$ cat src/rtl/sprite_cmd_sequencer.sv
// Sprite command sequencer: queues sprite updates and serialises each one into
// four command words, inserting a buffer-swap flush word on frame boundaries.
module sprite_cmd_sequencer #(
  parameter int unsigned FIFO_DEPTH = 4
) (
  input  logic        clk,
  input  logic        reset,
  input  logic        upd_valid,
  output logic        upd_ready,
  input  logic [5:0]  upd_component,
  input  logic [4:0]  upd_child,
  input  logic        upd_visible,
  input  logic        upd_flip,
  input  logic [4:0]  upd_pattern,
  input  logic [9:0]  upd_x,
  input  logic [9:0]  upd_y,
  input  logic [9:0]  upd_shift,
  input  logic        frame_tick,
  output logic [31:0] writedata,
  output logic        cur_buf,
  output logic        busy,
  output logic [7:0]  dropped_frames
);

  localparam int unsigned PTR_W   = (FIFO_DEPTH > 1) ? $clog2(FIFO_DEPTH) : 1;
  localparam int unsigned CNT_W   = $clog2(FIFO_DEPTH) + 1;
  localparam int unsigned ENTRY_W = 48;

  typedef enum logic [2:0] {
    IDLE  = 3'd0,
    PAT   = 3'd1,
    XPOS  = 3'd2,
    YPOS  = 3'd3,
    SHIFT = 3'd4,
    FLUSH = 3'd5
  } state_t;

  state_t state;
  state_t state_next;

  logic [ENTRY_W-1:0] mem [FIFO_DEPTH];
  logic [ENTRY_W-1:0] entry_in;
  logic [ENTRY_W-1:0] cur;
  logic [PTR_W-1:0]   wr_ptr;
  logic [PTR_W-1:0]   rd_ptr;
  logic [CNT_W-1:0]   count;
  logic               flush_pending;
  logic               push;
  logic               pop;
  logic               enter_flush;
  logic [31:0]        word_c;

  // Fields of the update currently being serialised
  logic [5:0]  cur_component;
  logic [4:0]  cur_child;
  logic        cur_visible;
  logic        cur_flip;
  logic [4:0]  cur_pattern;
  logic [9:0]  cur_x;
  logic [9:0]  cur_y;
  logic [9:0]  cur_shift;
  logic [14:0] upd_hdr;
  logic [3:0]  upd_flags;

  assign entry_in = {upd_component, upd_child, upd_visible, upd_flip,
                     upd_pattern, upd_x, upd_y, upd_shift};
  assign {cur_component, cur_child, cur_visible, cur_flip,
          cur_pattern, cur_x, cur_y, cur_shift} = cur;
  assign upd_hdr   = {cur_component, cur_child, 4'h1};
  assign upd_flags = {1'b0, cur_visible, cur_flip, 1'b0};

  assign upd_ready   = (count < CNT_W'(FIFO_DEPTH));
  assign busy        = (state != IDLE) || (count != '0);
  assign push        = upd_valid && upd_ready;
  assign pop         = (state_next == PAT);
  assign enter_flush = (state_next == FLUSH);

  function automatic logic [PTR_W-1:0] ptr_inc(input logic [PTR_W-1:0] p);
    return (p == PTR_W'(FIFO_DEPTH - 1)) ? '0 : p + PTR_W'(1);
  endfunction

  // State register
  always_ff @(posedge clk) begin
    if (reset) state <= IDLE;
    else       state <= state_next;
  end

  // Next state: IDLE, SHIFT and FLUSH share one dispatch rule so updates chain without gaps
  always_comb begin
    state_next = state;
    case (state)
      IDLE, SHIFT, FLUSH: begin
        if (flush_pending)      state_next = FLUSH;
        else if (count != '0)   state_next = PAT;
        else                    state_next = IDLE;
      end
      PAT:     state_next = XPOS;
      XPOS:    state_next = YPOS;
      YPOS:    state_next = SHIFT;
      default: state_next = IDLE;
    endcase
  end

  // Word to be registered onto writedata at the end of the current state
  always_comb begin
    word_c = '0;
    case (state)
      PAT:     word_c = {upd_hdr, 3'b001, upd_flags, 5'd0, cur_pattern};
      XPOS:    word_c = {upd_hdr, 3'b010, upd_flags, cur_x};
      YPOS:    word_c = {upd_hdr, 3'b011, upd_flags, cur_y};
      SHIFT:   word_c = {upd_hdr, 3'b100, upd_flags, cur_shift};
      FLUSH:   word_c = {6'd0, 5'd0, 4'hF, 3'd0, ~cur_buf, 13'd0};
      default: word_c = '0;
    endcase
  end

  // FIFO pointers, flush bookkeeping and registered outputs
  always_ff @(posedge clk) begin
    if (reset) begin
      wr_ptr         <= '0;
      rd_ptr         <= '0;
      count          <= '0;
      cur            <= '0;
      flush_pending  <= 1'b0;
      dropped_frames <= 8'd0;
      writedata      <= 32'd0;
      cur_buf        <= 1'b0;
    end else begin
      if (push) wr_ptr <= ptr_inc(wr_ptr);
      if (pop) begin
        rd_ptr <= ptr_inc(rd_ptr);
        cur    <= mem[rd_ptr];
      end
      count <= count + CNT_W'(push) - CNT_W'(pop);
      // A tick coinciding with FLUSH entry re-arms the flag rather than being dropped
      flush_pending <= frame_tick | (flush_pending & ~enter_flush);
      if (frame_tick && flush_pending && !enter_flush && (dropped_frames != 8'hFF))
        dropped_frames <= dropped_frames + 8'd1;
      writedata <= word_c;
      if (state == FLUSH) cur_buf <= ~cur_buf;
    end
  end

  // FIFO storage, no reset needed
  always_ff @(posedge clk) begin
    if (push) mem[wr_ptr] <= entry_in;
  end

endmodule

$ cat config.mk
export PLATFORM = sky130hd
export DESIGN_NAME = sprite_cmd_sequencer
export DESIGN_NICKNAME = d
export VERILOG_FILES = /design/src/rtl/sprite_cmd_sequencer.sv
export SDC_FILE = /design/constraint.sdc
export NUM_CORES = 1
export LEC_CHECK = 0
export CAP_MARGIN = 20
export CELL_PAD_IN_SITES_DETAIL_PLACEMENT = 0
export CELL_PAD_IN_SITES_GLOBAL_PLACEMENT = 2
export CORE_ASPECT_RATIO = 1.5
export CORE_MARGIN = 2
export CORE_UTILIZATION = 30
export CTS_CLUSTER_SIZE = 30
export DETAILED_ROUTE_END_ITERATION = 12
export PLACE_DENSITY = 0.59
export REMOVE_ABC_BUFFERS = 1
export SLEW_MARGIN = 20
export SYNTH_ARGS = -nofsm -noshare
export SYNTH_HDL_FRONTEND = slang
export SYNTH_SLANG_ARGS = --single-unit
$ cat constraint.sdc
create_clock -name clk -period 3.8 [get_ports clk]
set_clock_uncertainty 0.15 [all_clocks]
set_input_delay 0.38 -clock clk [delete_from_list [all_inputs] [get_ports clk]]
set_output_delay 0.38 -clock clk [all_outputs]
set_load 0.005 [all_outputs]
# --- Yosys cells after proc, flatten, opt, wreduce, memory -nomap -nowiden ---
# Memories as Yosys holds them, arrays and structs flattened. A register that Yosys moved wholly into a read port is not among the register bits.
# Cells that the tools add are included.
classes:
  addsub: 5
  n_mul: 0
  div: 0
  order_cmp: 1
  n_eq_ne: 10
  shift: 0
  mux: 8
  bitwise_logic: 4
  n_reduce_logical: 10
ops:
  columns: ["operator", "n"]
  rows:
  - ["$pmux W32 S5", 1]
  - ["$pmux W3 S4", 1]
  - ["$eq A3 B3 Y1 const B", 3]
  - ["$add A8 B1 Y8 const B", 1]
  - ["$ne A8 B8 Y1 const B", 1]
  - ["$eq A3 B1 Y1 const B", 2]
  - ["$eq A3 B2 Y1 const B", 2]
  - ["$reduce_bool A3 Y1", 2]
  - ["$add A2 B1 Y2 const B", 2]
  - ["$eq A2 B2 Y1 const B", 2]
  - ["$logic_and A1 B1 Y1", 4]
  - ["$mux W2", 2]
  - ["$add A3 B1 Y3", 1]
  - ["$logic_not A3 Y1", 1]
  - ["$lt A3 B3 Y1 const B", 1]
  - ["$mux W1", 3]
  - ["$mux W3", 1]
  - ["$reduce_or A3 Y1", 1]
  - ["$sub A3 B1 Y3", 1]
  - ["$not A1 Y1", 2]
  - ["$and A1 B1 Y1", 1]
  - ["$logic_not A1 Y1", 1]
  - ["$logic_or A1 B1 Y1", 1]
  - ["$or A1 B1 Y1", 1]
totals:
  register_bits: 52
  latchBits: 0
  ramBits: 192
  mem_bits_ro: 0
  in_bits: 52
  out_inout_bits: 43
  wordCells: 47
  mem_count: 1
memory_table:
  columns: ["memory", "words", "word_bits", "read_ports", "rd_ports_with_merged_regs", "write_ports", "line", "rtl"]
  rows:
  - ["mem", 4, 48, 1, 1, 1, "41", "logic [ENTRY_W-1:0] mem [FIFO_DEPTH];"]

# --- Depth between registers and ports, before layout ---
logic_depth:
  word_depth: 8
  depth_mapped: 14
  mapped_depth_nobuf: 11

# --- Worst setup path after synthesis ---
# OpenSTA, ideal clock, no wires.
synth_timing:
  kind: "register to register"
  start: "register state[1]"
  end: "register count[2]"
  setup_ns: 0.128
  arrival_time_ns: 2.424
  t_required_ns: 3.522
  setup_slack_ns: 1.099
  path_stages_with_launch: 14
  path_buffers: 3
  synth_period_minus_slack_ns: 2.701
  path_cell_list: "dfxtp_1 > buf_2 > or4_1 > buf_2 > inv_2 > buf_4 > ha_1 > inv_1 > ha_1 > inv_1 > fa_1 > xor2_1 > xnor2_1 > nor2_1"
synth_between:
  elab_chain_cells: 5
  word_cells_on_any_way: 10
  cone_classes: "add/sub: 1; eq/ne: 6; mux: 1; reduce/logical: 2"
synth_lines:
  columns: ["item", "line", "rtl"]
  rows:
  - ["from (decl)", "38", "state_t state;"]
  - ["from (signal assigned)", "85", "else state <= state_next;"]
  - ["$eq A3 B3 Y1 / $logic_not A3 Y1 (equally long branches)", "91", "case (state)"]
  - ["$reduce_or A3 Y1", "91", null]
  - ["$pmux W3 S4 *", "91", null]
  - ["$eq A3 B1 Y1 *", "75", "assign pop = (state_next == PAT);"]
  - ["$sub A3 B1 Y3 *", "134", "count <= count + CNT_W'(push) - CNT_W'(pop);"]
  - ["to (signal assigned)", "134", null]
  - ["to (decl)", "46", "logic [CNT_W-1:0] count;"]
# Mark *: on every way between the ends. The rest lies on a longest branch, timed or not.
# A chain may end at the register's enable or synchronous reset.

# --- Worst setup path after layout ---
layout_timing:
  start: "register state[2]"
  end: "register count[2]"
# The elaborated chain is that of the path after synthesis.

==> run metrics <==
sequential area share after synthesis=72.47%; mux contribution to synthesized area=11.41%; TritonRoute pass-1 iters=4; post-CTS sizing=0; Residual DRC=0; Tcrit/Tclk final=75.04%; final instance area=0.01317 mm^2; Leak=4.272 nW; clock buffer depth=3; library cells used by synthesis=43; Post-Synth XOR/XNOR Area=0.3294%; DR WL/cell=18.32 um; post-synthesis register bit count=289; # H-tree levels=1; main combinational cell family by area after synthesis=multiplexers; std cell rows=84; Hold Path Class=input port to flip-flop; # setup viols final=0; root buffer cell=clkbuf_16; Die X=157.7 um; critical path required time=4.06 ns; remaining global-route overflow=0; PD cells=685.5 mW/mm^2; maximum vdd drop=0.3648 mV; HPWL after DPL=14550 um; clk_lat worst skew=0.56 ns; Worst-Margin Slew=0.7954 ns; dpl cell area=0.01208 mm^2; Hold-fix buffers, CTS=0; outcome=completed; largest net degree at the start of global routing=56; Fmax=0.3507 GHz; crit-path max FO=14; Yosys Warn Count=0; Tot GR Track Use=12.89%; total clock sinks=289; Simple-Gate Fraction of Synth Area=7.576%; clock slew at reported path FFs=0.07 ns; cts bufs inserted=28; Period minus WS final=2.851 ns; Max-Cap Viols=0; post-synthesis average cell area=15.50 um^2; Starting Density=30.39%; drt total wl=23430 um; I/O pin total=95; # diodes=0; relative slew slack=46.97%; critical path class=flip-flop to flip-flop; post-route ant nets=0; Worst setup EP type=flip-flop; Layout Nets=845; Worst setup SP type=flip-flop; vias in the first global route=6405; post-CTS setup buffers=0; Compound-Gate Fraction of Synth Area=4.694%; PortBufs=93; CTS tree=built; area growth from synthesis to layout=23.84%; total die area=0.03700 mm^2; first-pass GRT wire length=36500 um; initial antenna violation count=1; fraction of layout cells with a size suffix above 1=15.88%; Synth Area in Adders=1.129%; Slew Limit Fails=0; setup TNS=0 ns; Synth Cell Area=0.01064 mm^2; Final Hold Vio Count=0; Vias=5831; Die H=234.6 um; routability cong.=0.7141; RSZ-0062 raised after global routing=no; drt initial violations=272; vias per cell=4.559; Worst EP arrival=3.11 ns; Core ar.=0.03500 mm^2; Post-Syn Instances=686
-- area by class of cell --
type	count	area [um^2]
fillers	3280	21830
flip-flops and latches	289	7712
multi-input cells	343	2689
repair buffers	109	1059
clock buffers	38	829.5
well taps	473	591.8
clock inverters	14	240.2
inverters	13	48.80
-- worst paths after layout --
check	from	end	slack [ns]	cells after the start
setup / recovery	state[2]	count[2]	0.95	11
hold reg to reg	cur[45]	cur[45]	0.30	2
setup reg to reg	state[2]	count[2]	0.95	11
hold / removal	reset	state[2]	0.13	2
-- power by group --
part,internal (mW),switching (mW),total (mW)
clock,1.94,1.18,3.12
combinational,0.861,1.01,1.87
sequential,3.78,0.258,4.04
-- cells in the mapped netlist, drive strengths merged --
cell | number | area, um^2
xnor2 | 2 | 17.52
nor2b | 8 | 57.55
dfxtp | 97 | 1942
mux4 | 48 | 1081
inv | 13 | 48.79
nor4bb | 1 | 10.01
clkbuf | 22 | 82.58
o22a | 4 | 35.03
nand2 | 108 | 405.4
a22oi | 4 | 30.03
a221oi | 1 | 8.760
or4 | 2 | 15.01
fa | 1 | 20.02
o41ai | 1 | 8.760
nand4 | 2 | 12.51
buf | 19 | 118.9
ha | 8 | 100.1
and2 | 18 | 112.6
or3 | 2 | 12.51
nor3 | 6 | 30.03
mux2 | 2 | 22.52
mux2i | 11 | 110.1
a41o | 1 | 10.01
o31ai | 1 | 7.510
nand2b | 5 | 31.28
nor4b | 1 | 8.760
conb | 1 | 3.750
o2111ai | 1 | 8.760
a21oi | 63 | 315.3
o311a | 1 | 10.01
o21ai | 1 | 5.000
xor2 | 2 | 17.52
a211oi | 4 | 35.03
a31oi | 4 | 25.02
nand3 | 1 | 5.000
nor2 | 28 | 105.1
edfxtp | 192 | 5766
-- stage by stage --
| step | utilization [%] | power, mW | hold slack, ns | setup WS [ns] | instances |
|---|---|---|---|---|---|
| 2_1_floorplan | - | 5.278 | 0.2757 | -0.1437 | 645 |
| 3_3_place_gp | 34.52 | 5.998 | 0.2923 | 0.8883 | 1226 |
| 3_5_place_dp | 34.52 | 6.034 | 0.2954 | 0.8817 | 1226 |
| 4_1_cts | 37.57 | 9.189 | 0.09824 | 0.9329 | 1278 |
| 5_1_grt | 37.63 | 9.513 | 0.1355 | 0.7505 | 1279 |
| 6_report | 37.63 | 9.028 | 0.1310 | 0.9486 | 1279 |
-- flip-flops by register name (all words and copies together) (netlist names) --
register and flops:
cur 48, writedata 29, wr_ptr 2, dropped_frames 8, rd_ptr 2, state 3
flush_pending 1, mem 192, cur_buf 1, count 3
-- layer usage --
layer | global-route usage, % | part of all wire, %
met1 | 14.87 | 40
met2 | 23.93 | 54
met3 | 1.955 | 3.9
met4 | 4.242 | 2.3
met5 | 0 | 0.047
-- worst max-delay path: stages, from the launching register on --
cell	delay, ns
dfxtp_1	0.61
nor2b_4	0.09
or4_2	0.59
inv_2	0.08
ha_1	0.22
inv_1	0.06
ha_1	0.12
inv_1	0.04
fa_1	0.38
xor2_1	0.18
xnor2_1	0.13
nor2_1	0.05
-- layout by cell type, fill, tap and decap left out, types with 2 or more instances in the layout --
master and count:
clkdlybuf4s50_1 92, xor2_1 2, or3_1 2, nor3_1 5
nor2_1 28, a22oi_1 4, mux2_2 2, a31oi_1 4
mux2i_1 11, bufinv_16 6, mux4_2 48, nor2b_1 7
o22a_1 4, nand4_1 2, xnor2_1 2, nand2b_1 5
clkbuf_1 2, a21oi_1 63, and2_2 4, clkinvlp_4 2
clkinv_2 4, ha_1 8, and2_1 14, edfxtp_1 192
a211oi_1 3, inv_1 12, nand2_1 108, clkbuf_8 7
clkbuf_16 29, dfxtp_1 95, buf_4 15
-- cells by family after synthesis --
| logic type | Yosys count |
|---|---|
| AND/OR/NAND/NOR | 182 |
| AO/OA/AOI/OAI | 86 |
| flip-flops | 289 |
| buffers and inverters | 54 |
| adder cells (fa/ha/maj) | 9 |
| other | 1 |
| XOR/XNOR | 4 |
| multiplexers | 61 |
(Power assumes the default switching activity.)
